[src/rtl/ext_mem_rr_merge.sv]
// Two-master to one-slave native-bus merge: round-robin grant, combinational forward, in-order read-ID FIFO routes responses.
// Optional EXT_MEM_MERGE_FIXED_PRIO_EN: m1 always wins contention and the priority pointer register is removed.
module ext_mem_rr_merge #(
   parameter int ADDR_W = 32,
   parameter int DATA_W = 32,
   parameter int PEND_W = 2
) (
   input  logic                clk_i,
   input  logic                cke_i,
   input  logic                rst_i,
   input  logic                m0_avalid_i,
   input  logic [ADDR_W-1:0]   m0_addr_i,
   input  logic [DATA_W-1:0]   m0_wdata_i,
   input  logic [DATA_W/8-1:0] m0_wstrb_i,
   output logic [DATA_W-1:0]   m0_rdata_o,
   output logic                m0_rvalid_o,
   output logic                m0_ready_o,
   input  logic                m1_avalid_i,
   input  logic [ADDR_W-1:0]   m1_addr_i,
   input  logic [DATA_W-1:0]   m1_wdata_i,
   input  logic [DATA_W/8-1:0] m1_wstrb_i,
   output logic [DATA_W-1:0]   m1_rdata_o,
   output logic                m1_rvalid_o,
   output logic                m1_ready_o,
   output logic                s_avalid_o,
   output logic [ADDR_W-1:0]   s_addr_o,
   output logic [DATA_W-1:0]   s_wdata_o,
   output logic [DATA_W/8-1:0] s_wstrb_o,
   input  logic [DATA_W-1:0]   s_rdata_i,
   input  logic                s_rvalid_i,
   input  logic                s_ready_i
);

   localparam int DEPTH = 2**PEND_W;
   localparam logic [PEND_W:0] FULL = (PEND_W+1)'(DEPTH);

   logic              prio;
   logic              gnt_vld;
   logic              gnt_id;
   logic              gnt_rd;
   logic              blocked;
   logic              accept;
   logic              push;
   logic              pop;
   logic              head_id;

   logic [PEND_W-1:0] wptr_q, wptr_d;
   logic [PEND_W-1:0] rptr_q, rptr_d;
   logic [PEND_W:0]   cnt_q, cnt_d;
   logic              id_mem_q [DEPTH];

`ifdef EXT_MEM_MERGE_FIXED_PRIO_EN
   assign prio = 1'b1;
`else
   logic prio_q, prio_d;

   assign prio   = prio_q;
   assign prio_d = accept ? ~gnt_id : prio_q;

   always_ff @(posedge clk_i) begin
      if (rst_i) begin
         prio_q <= 1'b0;
      end else if (cke_i) begin
         prio_q <= prio_d;
      end
   end
`endif

   // With no request gnt_id falls to 0 so the slave sees m0's fields.
   assign gnt_vld = m0_avalid_i | m1_avalid_i;
   assign gnt_id  = (m0_avalid_i & m1_avalid_i) ? prio : m1_avalid_i;
   assign gnt_rd  = gnt_id ? (m1_wstrb_i == '0) : (m0_wstrb_i == '0);
   assign blocked = gnt_rd & (cnt_q == FULL);

   assign s_avalid_o = gnt_vld & ~blocked;
   assign s_addr_o   = gnt_id ? m1_addr_i  : m0_addr_i;
   assign s_wdata_o  = gnt_id ? m1_wdata_i : m0_wdata_i;
   assign s_wstrb_o  = gnt_id ? m1_wstrb_i : m0_wstrb_i;

   assign m0_ready_o = s_ready_i & gnt_vld & ~gnt_id & ~blocked;
   assign m1_ready_o = s_ready_i & gnt_vld &  gnt_id & ~blocked;

   assign accept  = s_avalid_o & s_ready_i;
   assign push    = accept & gnt_rd;
   // A response with nothing outstanding is dropped rather than routed.
   assign pop     = s_rvalid_i & (cnt_q != '0);
   assign head_id = id_mem_q[rptr_q];

   assign m0_rvalid_o = pop & ~head_id;
   assign m1_rvalid_o = pop &  head_id;
   assign m0_rdata_o  = s_rdata_i;
   assign m1_rdata_o  = s_rdata_i;

   always_comb begin
      wptr_d = wptr_q;
      rptr_d = rptr_q;
      cnt_d  = cnt_q;
      if (push) begin
         wptr_d = wptr_q + 1'b1;
      end
      if (pop) begin
         rptr_d = rptr_q + 1'b1;
      end
      if (push && !pop) begin
         cnt_d = cnt_q + 1'b1;
      end else if (pop && !push) begin
         cnt_d = cnt_q - 1'b1;
      end
   end

   always_ff @(posedge clk_i) begin
      if (rst_i) begin
         wptr_q <= '0;
         rptr_q <= '0;
         cnt_q  <= '0;
      end else if (cke_i) begin
         wptr_q <= wptr_d;
         rptr_q <= rptr_d;
         cnt_q  <= cnt_d;
      end
   end

   always_ff @(posedge clk_i) begin
      if (!rst_i && cke_i && push) begin
         id_mem_q[wptr_q] <= gnt_id;
      end
   end

   always @(posedge clk_i) begin
      if (!rst_i && cke_i) begin
         assert (!(s_rvalid_i && cnt_q == '0))
            else $warning("ext_mem_rr_merge: s_rvalid_i with no outstanding read, ignored");
      end
   end

endmodule

[config.mk]
export PLATFORM = sky130hd
export DESIGN_NAME = ext_mem_rr_merge
export DESIGN_NICKNAME = d
export VERILOG_FILES = /design/src/rtl/ext_mem_rr_merge.sv
export SDC_FILE = /design/constraint.sdc
export NUM_CORES = 1
export LEC_CHECK = 0
export CORE_AREA = 5 5 117 119
export DETAILED_ROUTE_END_ITERATION = 7
export DIE_AREA = 0 0 122 124
export PLACE_DENSITY = 0.62
export SLEW_MARGIN = 0
export SYNTH_ARGS = -nofsm -noshare
export SYNTH_HDL_FRONTEND = slang
export SYNTH_SLANG_ARGS = --single-unit
[constraint.sdc]
create_clock -name clk_i -period 6.7 [get_ports clk_i]
set_clock_uncertainty 0.05 [all_clocks]
set_input_delay 1.34 -clock clk_i [delete_from_list [all_inputs] [get_ports clk_i]]
set_output_delay 1.34 -clock clk_i [all_outputs]
set_load 0.03 [all_outputs]
==> key figures <==
Status
  • Status: complete, no violations

Layout
  • Final non-filler cell area: 4080 sq um
  • Util after Layout: 32.7%
  • Share of post-route cells with drive strength above 1: under 10%
  • Area delta synth->final: 89.9%
  • Most frequent cells in the layout: clkdlybuf4s50_1, nand2_1, nor2_1, dfxtp_1
  • Antenna Diode Count: 0
  • Commonest non-fill, non-tap cell in the layout: clkdlybuf4s50_1
  • Final cell count without fillers: a little under 700
  • Final Net Count: 685

Timing
  • Measured slew at the worst slew-check pin: 0.725 ns
  • Final Critical Period: approximately 5 ns
  • Final period utilization: 75.6%
  • Post-route setup slack: between 1.5 and 2 ns
  • Max Slew Vio Count: 0
  • Hold WS: 0.464 ns
  • Setup TNS: 0 ns
  • RSZ-0062 raised after global routing: no
  • Final setup viols: 0
  • Fmax: 0.197 GHz
  • Relative slew slack: a little over 50%
  • Final Hold Fails: 0

Placed design
  • Placed cells: 671
  • Post-DP HPWL: 7960 microns
  • Placement Cell Area: 4000 sq um
  • PortBufs: around 220
  • Pre-CTS setup slack: 1.61 ns
  • RePlAce Congestion: 0.783

CTS
  • Hold buffers post-CTS: 0
  • H-tree levels: 1
  • Worst skew pair latency: 0.24 ns
  • CTS sink cnt: 14
  • Post_cts resized: 0
  • CTS tree: done
  • CTS clk-pin slew, worst paths: approximately 0.040 ns
  • Root Driver: clkbuf_16
  • Post-CTS Setup Bufs: 0
  • CTS buffer count: 3
  • Clk buf depth: 2

Power
  • Static leakage: 1.76 nW
  • Max VDD drop: 0.0000574 V
  • PwrDens: 130 nW/um^2
  • Power Total: 529 uW

Synthesis
  • FF+latch count, synth: 14
  • Distinct cell type count after synthesis: 36
  • Synth Instances: 361
  • Main synth FF type: dfxtp_1
  • Async SR Flop Fraction: 0%
  • Post-Syn Area: between 2000 and 2500 sq um
  • Syn Nets: ~540
  • Sequential fraction of the synthesis area: 14.9%
  • Yosys warns: 0
  • EDFF count, synth: 4
  • Avg Inst Size Synth: about 6 sq um

Drt
  • Detailed-route DRC error count: 0
  • DRT Pass-1 Iters: 4
  • Vias: about 2.7k
  • Detailed router's first-iteration violation count: 64
  • Routed Wire Length: 9500 microns
  • Antenna Nets Post-Route: 0
  • Vias per cell: 3.93
  • Post-DR wirelength/cell: 14.1 microns

Floorplan
  • Core Area: roughly 12,000 sq um
  • Die area: 15,100 sq um
  • # IOs: 312
  • Die width: 122 microns
  • DIE HEIGHT: 124 microns
  • Initial Util: between 15 and 20%
  • # rows: 41

GRT
  • Vias in the first global route: 2,713
  • Initial antenna violation count: 0
  • GRT met3 Usage: 6.04%
  • First-pass GRT wire length: 13,300 microns
  • Met1 Use GR: a little under an eighth
  • GR peak layer: met2
  • Grt met2 use: 19.4%
  • Largest net degree at the start of global routing: between 60 and 70
  • Total GRT Usage: around 11%
  • GRT overflow: 0

Critical path
  • Worst Setup End Kind: output port
  • Cells along the critical path: clkdlybuf4s50_1 -> nand2_2 -> inv_2 -> buf_12 -> nand2_1 -> nand2_1 -> clkdlybuf4s50_1
  • Worst EP required: 5.31 ns
  • Worst setup SP type: primary input
  • Worst path bufs/invs: 4
  • Crit-path leading delay family: buffers and inverters
  • Worst Path Max Fanout: 39
  • Data arrival time of the worst path: around 3.7 ns
  • Crit path max-delay cell type: clkdlybuf4s50_1
  • WS Path Type: primary input to output port
  • Slowest stage delay, CP: 0.68 ns

Run
  • Max Cap Viol: 0

Hold path
  • Hold Path Class: register to register
## path summary, 6_finish.rpt
kind,slack (ns),end,cells past startpoint,startpoint
worst min register to register,0.46,wptr_q[1]$_SDFFE_PP0P_,2,wptr_q[1]$_SDFFE_PP0P_
worst min-delay path,0.46,wptr_q[1]$_SDFFE_PP0P_,2,wptr_q[1]$_SDFFE_PP0P_
worst max-delay path,1.63,s_wdata_o[8],7,m1_avalid_i
worst max register to register,4.35,cnt_q[2]$_SDFFE_PP0P_,10,prio$_SDFFE_PP0P_
## layout make-up
| cell class | count | area (sq um) |
|---|---|---|
| well taps | 172 | 215 |
| repair buffers | 217 | 2180 |
| multi-input cells | 261 | 1250 |
| fillers | 1314 | 8390 |
| flip-flops and latches | 14 | 320 |
| inverters | 7 | 26.3 |
| clock inverters | 1 | 3.75 |
| clock buffers | 3 | 75.1 |
## power breakdown
part,internal (mW),switching [mW],total [mW],leakage [nW]
logic,0.162,0.163,0.325,1.60
registers,0.0897,0.00251,0.0922,0.117
clock network,0.0788,0.0337,0.113,0.0385
## worst reg2reg max path, delay by kind of cell, from the launching register on
family	cells	cell delay, ns
adders and majority gates	2	0.60
AOI/OAI and AO/OA	2	0.55
and+or+nand+nor	3	0.34
DFF	1	0.31
xor gates and xnor gates	2	0.30
buffers and inverters	1	0.06
## cell families (layout without fill, tap and decap cells)
kind of cell / count (synthesis) / in the layout / synth area share [%]
and+or+nand+nor: 235 / 235 / 44.6
buffers and inverters: 86 / 228 / 26.7
DFF: 14 / 14 / 14.9
AOI/OAI and AO/OA: 11 / 11 / 5.36
adders and majority gates: 6 / 6 / 3.85
xor gates and xnor gates: 5 / 5 / 2.04
muxes: 4 / 4 / 2.51
## layer usage
| metal | routed length (microns) | up-vias | share of wire [%] |
|---|---|---|---|
| li1 | - | 1328 | - |
| met1 | 3350 | 1120 | 35 |
| met2 | 4510 | 181 | 47 |
| met3 | 1400 | 24 | 15 |
| met4 | 245 | 0 | 2.6 |
| met5 | 0 | - | 0 |
## cells in the mapped netlist (2+ instances only)
| master | n | area share [%] |
|---|---|---|
| dfxtp_1 | 10 | 9.3 |
| inv_1 | 5 | 0.87 |
| clkbuf_1 | 13 | 2.3 |
| edfxtp_1 | 4 | 5.6 |
| nor2_1 | 13 | 2.3 |
| xnor2_1 | 3 | 1.2 |
| inv_2 | 2 | 0.35 |
| buf_4 | 64 | 22 |
| nand2_1 | 207 | 36 |
| ha_1 | 5 | 2.9 |
| xor2_1 | 2 | 0.82 |
| mux2i_1 | 2 | 0.93 |
| nand2b_1 | 2 | 0.58 |
| nor3b_1 | 4 | 1.4 |
| a211oi_1 | 4 | 1.4 |
No activity file was read; power rests on OpenSTA's default activity.
